### src/rtl/uart_echo_buffer.sv
// uart_echo_buffer: FIFO stage between the UART receiver and transmitter.
// Each rising rx_ready level is captured once. The byte is dropped with
// err_count++ if rx_error is set, or with overflow set if the FIFO is full.
// The FIFO drains into the transmitter over a start/done handshake, and
// OFFSET is added to each byte as it leaves.
//
// Ports:
//   rst, clk               async active-high reset, rising-edge clock
//   rx_ready/rx_error/rx_data  receiver level interface
//   tx_data, tx_start      byte and request to the transmitter
//   tx_done                transmitter completion level
//   count                  FIFO occupancy 0..DEPTH
//   overflow               sticky drop-on-full flag
//   err_count              saturating count of rx_error rejections
module uart_echo_buffer #(
  parameter int unsigned DEPTH  = 16,
  parameter int unsigned ADDR_W = 4,
  parameter logic [7:0]  OFFSET = 8'h01
) (
  input  logic              rst,
  input  logic              clk,
  input  logic              rx_ready,
  input  logic              rx_error,
  input  logic [7:0]        rx_data,
  output logic [7:0]        tx_data,
  output logic              tx_start,
  input  logic              tx_done,
  output logic [ADDR_W:0]   count,
  output logic              overflow,
  output logic [7:0]        err_count
);

  localparam int unsigned CNT_W = ADDR_W + 1;

  typedef enum logic [1:0] {
    IDLE    = 2'd0,
    SEND    = 2'd1,
    RELEASE = 2'd2
  } state_t;

  state_t              state;
  state_t              state_next;
  logic                rx_ready_q;
  logic                edge_c;
  logic                full_c;
  logic                empty_c;
  logic                push_c;
  logic                pop_c;
  logic [ADDR_W-1:0]   wr_ptr;
  logic [ADDR_W-1:0]   rd_ptr;
  logic [7:0]          mem [DEPTH];

  // Capture qualification; full is judged on pre-pop occupancy
  assign edge_c  = rx_ready & ~rx_ready_q;
  assign full_c  = (count == CNT_W'(DEPTH));
  assign empty_c = (count == '0);
  assign push_c  = edge_c & ~rx_error & ~full_c;

  // Request is a pure decode of the registered state
  assign tx_start = (state == SEND);

  // TX handshake next-state and pop decision
  always_comb begin
    state_next = state;
    pop_c      = 1'b0;
    case (state)
      IDLE: begin
        if (!empty_c) begin
          pop_c      = 1'b1;
          state_next = SEND;
        end
      end
      SEND: begin
        if (tx_done) state_next = RELEASE;
      end
      RELEASE: begin
        if (!tx_done) state_next = IDLE;
      end
      default: state_next = IDLE;
    endcase
  end

  // State, pointers, occupancy, status and output byte
  always_ff @(posedge clk or posedge rst) begin
    if (rst) begin
      state      <= IDLE;
      rx_ready_q <= 1'b1;  // a level already high at release is ignored
      wr_ptr     <= '0;
      rd_ptr     <= '0;
      count      <= '0;
      overflow   <= 1'b0;
      err_count  <= '0;
      tx_data    <= '0;
    end else begin
      state      <= state_next;
      rx_ready_q <= rx_ready;
      if (push_c) wr_ptr <= wr_ptr + ADDR_W'(1);
      if (pop_c) begin
        rd_ptr  <= rd_ptr + ADDR_W'(1);
        tx_data <= mem[rd_ptr] + OFFSET;
      end
      case ({push_c, pop_c})
        2'b10:   count <= count + CNT_W'(1);
        2'b01:   count <= count - CNT_W'(1);
        default: count <= count;
      endcase
      if (edge_c && !rx_error && full_c) overflow <= 1'b1;
      if (edge_c && rx_error && (err_count != 8'hFF)) err_count <= err_count + 8'd1;
    end
  end

  // Storage array, no reset needed
  always_ff @(posedge clk) begin
    if (push_c) mem[wr_ptr] <= rx_data;
  end

endmodule

### config.mk
export PLATFORM = sky130hd
export DESIGN_NAME = uart_echo_buffer
export DESIGN_NICKNAME = d
export VERILOG_FILES = /design/src/rtl/uart_echo_buffer.sv
export SDC_FILE = /design/constraint.sdc
export NUM_CORES = 1
export LEC_CHECK = 0
export ABC_AREA = 1
export BUFFER_PORTS_ARGS = -buffer_cell sky130_fd_sc_hd__clkbuf_2
export CORE_ASPECT_RATIO = 0.8
export CORE_MARGIN = 3
export CORE_UTILIZATION = 61
export DETAILED_ROUTE_END_ITERATION = 7
export PLACE_DENSITY = 0.79
export SYNTH_ARGS = -nofsm -noshare
export SYNTH_HDL_FRONTEND = slang
export SYNTH_SLANG_ARGS = --single-unit
export TNS_END_PERCENT = 100
### constraint.sdc
create_clock -name clk -period 3.03 [get_ports clk]
set_input_delay 0 -clock clk [delete_from_list [all_inputs] [get_ports clk]]
set_output_delay 0 -clock clk [all_outputs]
set_load 0.01 [all_outputs]
==> results.txt <==
Number of I/O port buffers: 35. The power density of the placed cells came out at 970 nW/um2. In the post-synthesis netlist, the biggest area contributors are sky130_fd_sc_hd__edfxtp_1 (53%), sky130_fd_sc_hd__dfrtp_1 (11%), sky130_fd_sc_hd__nand2_1 (11%), sky130_fd_sc_hd__nand3_1 (5.8%), sky130_fd_sc_hd__inv_1 (4.5%).

Die outline height: 103 um. The area taken by flip-flops and latches came out at 4670 um2. A synthesized cell averages 10.5 um2. For the TritonCTS sink count, the log shows 161. The remaining max-slew budget at the tightest pin was 0.404. The post-synthesis compound-gate area fraction is 0.0263, and the placer's final routability congestion estimate is 0.901. Worst setup path startpoint: count[0]$_DFFE_PP0P_. The share of the synthesized area in the top cell type is 0.531, and the final-stage net count is 763. The synthesized-area fraction occupied by and/or/nand/nor cells is 0.209.

In the routed layout, each cell is associated on average with a via count of 5.70. Setup violations remaining at the end of the flow were counted as 0. The root buffer cell is sky130_fd_sc_hd__clkbuf_16.

Internal power comes to 0.00480 W. The share of the core filled with cells came out at 0.723. Period utilization: 0.958. The footprint of the multi-input gates was 2010 um2; the shortest period the worst path allows was 2.90 ns. Max-cap violations in this run came to 0. Summed over all instances, the cell type with the most area after synthesis is sky130_fd_sc_hd__edfxtp_1.

The combinational power share is 0.370. The first routing iteration left 499 violations. The area inside the core boundary was 11200 um2; the maximum level of the CTS H-tree was 4.

The tools report the endpoint kind of the worst setup timing path as a flip-flop. The number of buffers created by CTS was 17. For the share of total power in sequential cells, the log shows 0.366.

Yosys mapped the design onto 33 distinct sky130hd cell types. The tools report the length of the first detailed-routing pass in iterations as 5. The leakage component of the power was 3.54 nW.

The path category of the worst min-delay check is input port to flip-flop. The xor and xnor area share after synthesis is 0.0206, and the number of nets produced by synthesis is 716. The run gives 747 as the count of fill cells added during filler insertion. The tools report the end point of the critical path as count[4]$_DFFE_PP0P_. The run gives 9980 um as the HPWL after detailed placement. Pin count of the biggest net entering global routing: 70. The worst clock skew was 0.00721 ns; the maximum clock frequency was 344 MHz. After synthesis the netlist holds a flip-flop and latch count of 161.

The cell area that synthesis handed to floorplanning was 7240 um2. The number of top-level design ports came out at 36. By startpoint and endpoint, the worst setup path is classified as flip-flop to flip-flop. The setup slack after placement is 0.164 ns, and the adder-cell area share of the yosys netlist is 0.0190. The tools report the category of the worst setup path launch point as a flip-flop.

The finished layout holds 896 standard cells, fillers aside. STA puts the critical path data required time at 3.33 ns. The logs give 0 for the count of antenna diodes in the layout and 692 for the synthesized instance count. At the pin with the least slew margin, the transition time is 0.890 ns. For the instance count after placement with tap cells included, the log shows 860. The via count of the first global-routing pass came out at 5009. The tools report the startpoint of the lowest-slack register-to-register path as count[0]$_DFFE_PP0P_. The worst endpoint data arrival time was 3.20 ns.

TritonCTS built the clock tree. The net switching share of the total power is 0.391. Across all layers, the routed design uses 5105 vias. For the worst-skew pair, the clock arrives at the later sink with an insertion delay of 0.42 ns.

The proportion of synthesized flip-flops having asynchronous set or reset was 0.205. The total power draw was 0.00788 W. The aggregate global routing overflow was 0; the share of synthesized area occupied by flip-flops and latches was 0.645. For the worst flop-to-flop path, the logic depth is 14. From left edge to right edge, the die measures 128 um.

The run gives 0 as the final number of max-transition violations. For the final hold violation count, the log shows 0. From synthesis to final layout, the design area changed by 12.3%.

Summed over all nets, the switching power comes to 0.00308 W. For flop-to-flop paths, the worst setup slack is 0.13 ns. The flow ran to the end, and the final reports show no timing, DRC or antenna violations.

The count of nets left with antenna violations once routing finished came out at 0. Across all hold checks on the routed design, the worst slack comes to 0.0515 ns. The Yosys step of the flow raised 0 warnings.

The tools report the area of the die as 13200 um2. The worst-case IR drop observed on VDD is 0.000599 V. The fraction of layout cells with a size suffix above 1 came out at 0.137. The largest driver fanout on the critical path was 12. Clock-pin slew was measured on the worst setup and hold paths at 0.06 ns. The logs give 0.644 for the starting density of the core and 0.126 ns for the worst path setup slack after routing. Final routed wirelength across all metal layers: 16400 um. The clock network fraction of total power was 0.264. Dominant combinational cell family by area after synthesis: simple AND/OR/NAND/NOR gates. The run gives 0 as the number of antenna violations at the first check in global routing. The tools report the number of placement rows as 34. The post-synthesis mux area share is 0, and the routed wirelength normalized by instance count is 18.3 um.

Counting along the longest clock path gives a buffer depth of 2. The endpoint identified for the worst register-to-register timing path is count[4]$_DFFE_PP0P_. The leading register cell type out of synthesis was sky130_fd_sc_hd__edfxtp_1. The first global-routing pass estimated 25700 um of wire.

The count of unresolved DRC violations after routing was 0; the count of flip-flops with a built-in enable after synthesis was 128. The global-route total usage across every layer was 0.258.
registers in the layout, summed over array words and instances, names as in the netlist:
| register | flops |
|---|---|
| mem | 128 |
| overflow | 1 |
| rd_ptr | 4 |
| rx_ready_q | 1 |
| tx_data | 8 |
| count | 5 |
| state | 2 |
| wr_ptr | 4 |
| err_count | 8 |
cells in the mapped netlist (4+ instances only):
master and number:
sky130_fd_sc_hd__a21oi_1 8, sky130_fd_sc_hd__buf_2 9, sky130_fd_sc_hd__buf_4 6, sky130_fd_sc_hd__buf_6 9
sky130_fd_sc_hd__dfrtp_1 32, sky130_fd_sc_hd__edfxtp_1 128, sky130_fd_sc_hd__ha_1 11, sky130_fd_sc_hd__inv_1 86
sky130_fd_sc_hd__nand2_1 205, sky130_fd_sc_hd__nand2_2 8, sky130_fd_sc_hd__nand3_1 84, sky130_fd_sc_hd__nand3_2 4
sky130_fd_sc_hd__nand4_1 4, sky130_fd_sc_hd__nor2_1 37, sky130_fd_sc_hd__nor3_1 5, sky130_fd_sc_hd__o211ai_1 4
sky130_fd_sc_hd__o21ai_0 18, sky130_fd_sc_hd__xor2_1 14
cell type report:
type,count,share of cell area
Sequential cell,161,0.575
Multi-Input combinational cell,416,0.247
Clock buffer,25,0.0665
Inverter,89,0.0423
Timing Repair Buffer,54,0.0419
Tap cell,144,0.0222
Clock inverter,7,0.00524
cell families (layout without fill, tap and decap cells):
family	count (synthesis)	in the layout
AOI/OAI and AO/OA	34	34
xor gates and xnor gates	17	17
adders and majority gates	11	11
buffers and inverters	115	175
DFF	161	161
and+or+nand+nor	354	354
per-stage QoR:
step / setup TNS [ns] / instance area (um2)
4_1_cts: 0 / 8110
3_3_place_gp: 0 / 7490
5_1_grt: -0.0534 / 8130
3_5_place_dp: 0 / 7490
2_1_floorplan: 0 / 7240
6_report: 0 / 8130
worst min-delay path by stage:
stage | from | end | cells after the start
final | rx_data[5] | mem[8][5]$_DFFE_PP_ | 1
after global routing | rx_data[7] | mem[3][7]$_DFFE_PP_ | 1
after CTS | rx_data[5] | mem[13][5]$_DFFE_PP_ | 1
after detailed placement | rst | overflow$_DFFE_PP0P_ | 3
after global placement | rst | overflow$_DFFE_PP0P_ | 3
after floorplan | rx_ready | rx_ready_q$_DFF_PP1_ | 0
repair_timing:
item | in CTS | in global routing
setup endpoints to repair | 0 | 1
setup buffers | 0 | 0
endpoints found under the hold margin | 37 | 0
resized for setup | 0 | 2
hold buffers | 4 | 0
power by group through the flow:
stage / Clock [W] / Sequential, W / Combinational (W)
final: 0.00208 / 0.00289 / 0.00292
after global routing: 0.00217 / 0.00291 / 0.00322
after CTS: 0.00209 / 0.00287 / 0.00286
after detailed placement: 0 / 0.00291 / 0.00281
after global placement: 0 / 0.00288 / 0.00270
after floorplan: 0 / 0.00289 / 0.00216
worst max-delay path, stage by stage (launching register included):
cell                       delay [ns]
sky130_fd_sc_hd__dfrtp_1         0.46
sky130_fd_sc_hd__nor4_4          0.34
sky130_fd_sc_hd__nand2_1         0.08
sky130_fd_sc_hd__nand2_1         0.09
sky130_fd_sc_hd__inv_1           0.19
sky130_fd_sc_hd__ha_1            0.34
sky130_fd_sc_hd__xor2_1          0.19
sky130_fd_sc_hd__ha_1            0.20
sky130_fd_sc_hd__inv_1           0.06
sky130_fd_sc_hd__nand2_1         0.09
sky130_fd_sc_hd__nand3_1         0.10
sky130_fd_sc_hd__o211ai_1        0.13
sky130_fd_sc_hd__a21oi_1         0.20
sky130_fd_sc_hd__o21ai_0         0.13
sky130_fd_sc_hd__xor2_1          0.16
routing by layer:
layer,share of wire,global-route usage,vias to the layer above
met5,0,0,-
li1,-,-,2363
met3,0.067,0.0513,30
met2,0.51,0.449,199
met1,0.41,0.330,2513
met4,0.019,0.0840,0
layout by cell type, fill, tap and decap left out, drive strengths merged:
cell type / n
dfstp: 1
inv: 91
nand2: 213
xor2: 14
ha: 11
dlygate4sd3: 4
or2: 2
o31ai: 1
nand3: 88
buf: 15
o21bai: 1
o21ai: 18
edfxtp: 128
xnor2: 3
o22ai: 1
clkinv: 5
nor2: 40
clkbuf: 60
nand4: 4
dfrtp: 32
nor4: 1
nor3: 5
a31o: 1
nor3b: 1
a21oi: 8
o211ai: 4
Note: power is estimated with default switching activity, not from simulation.
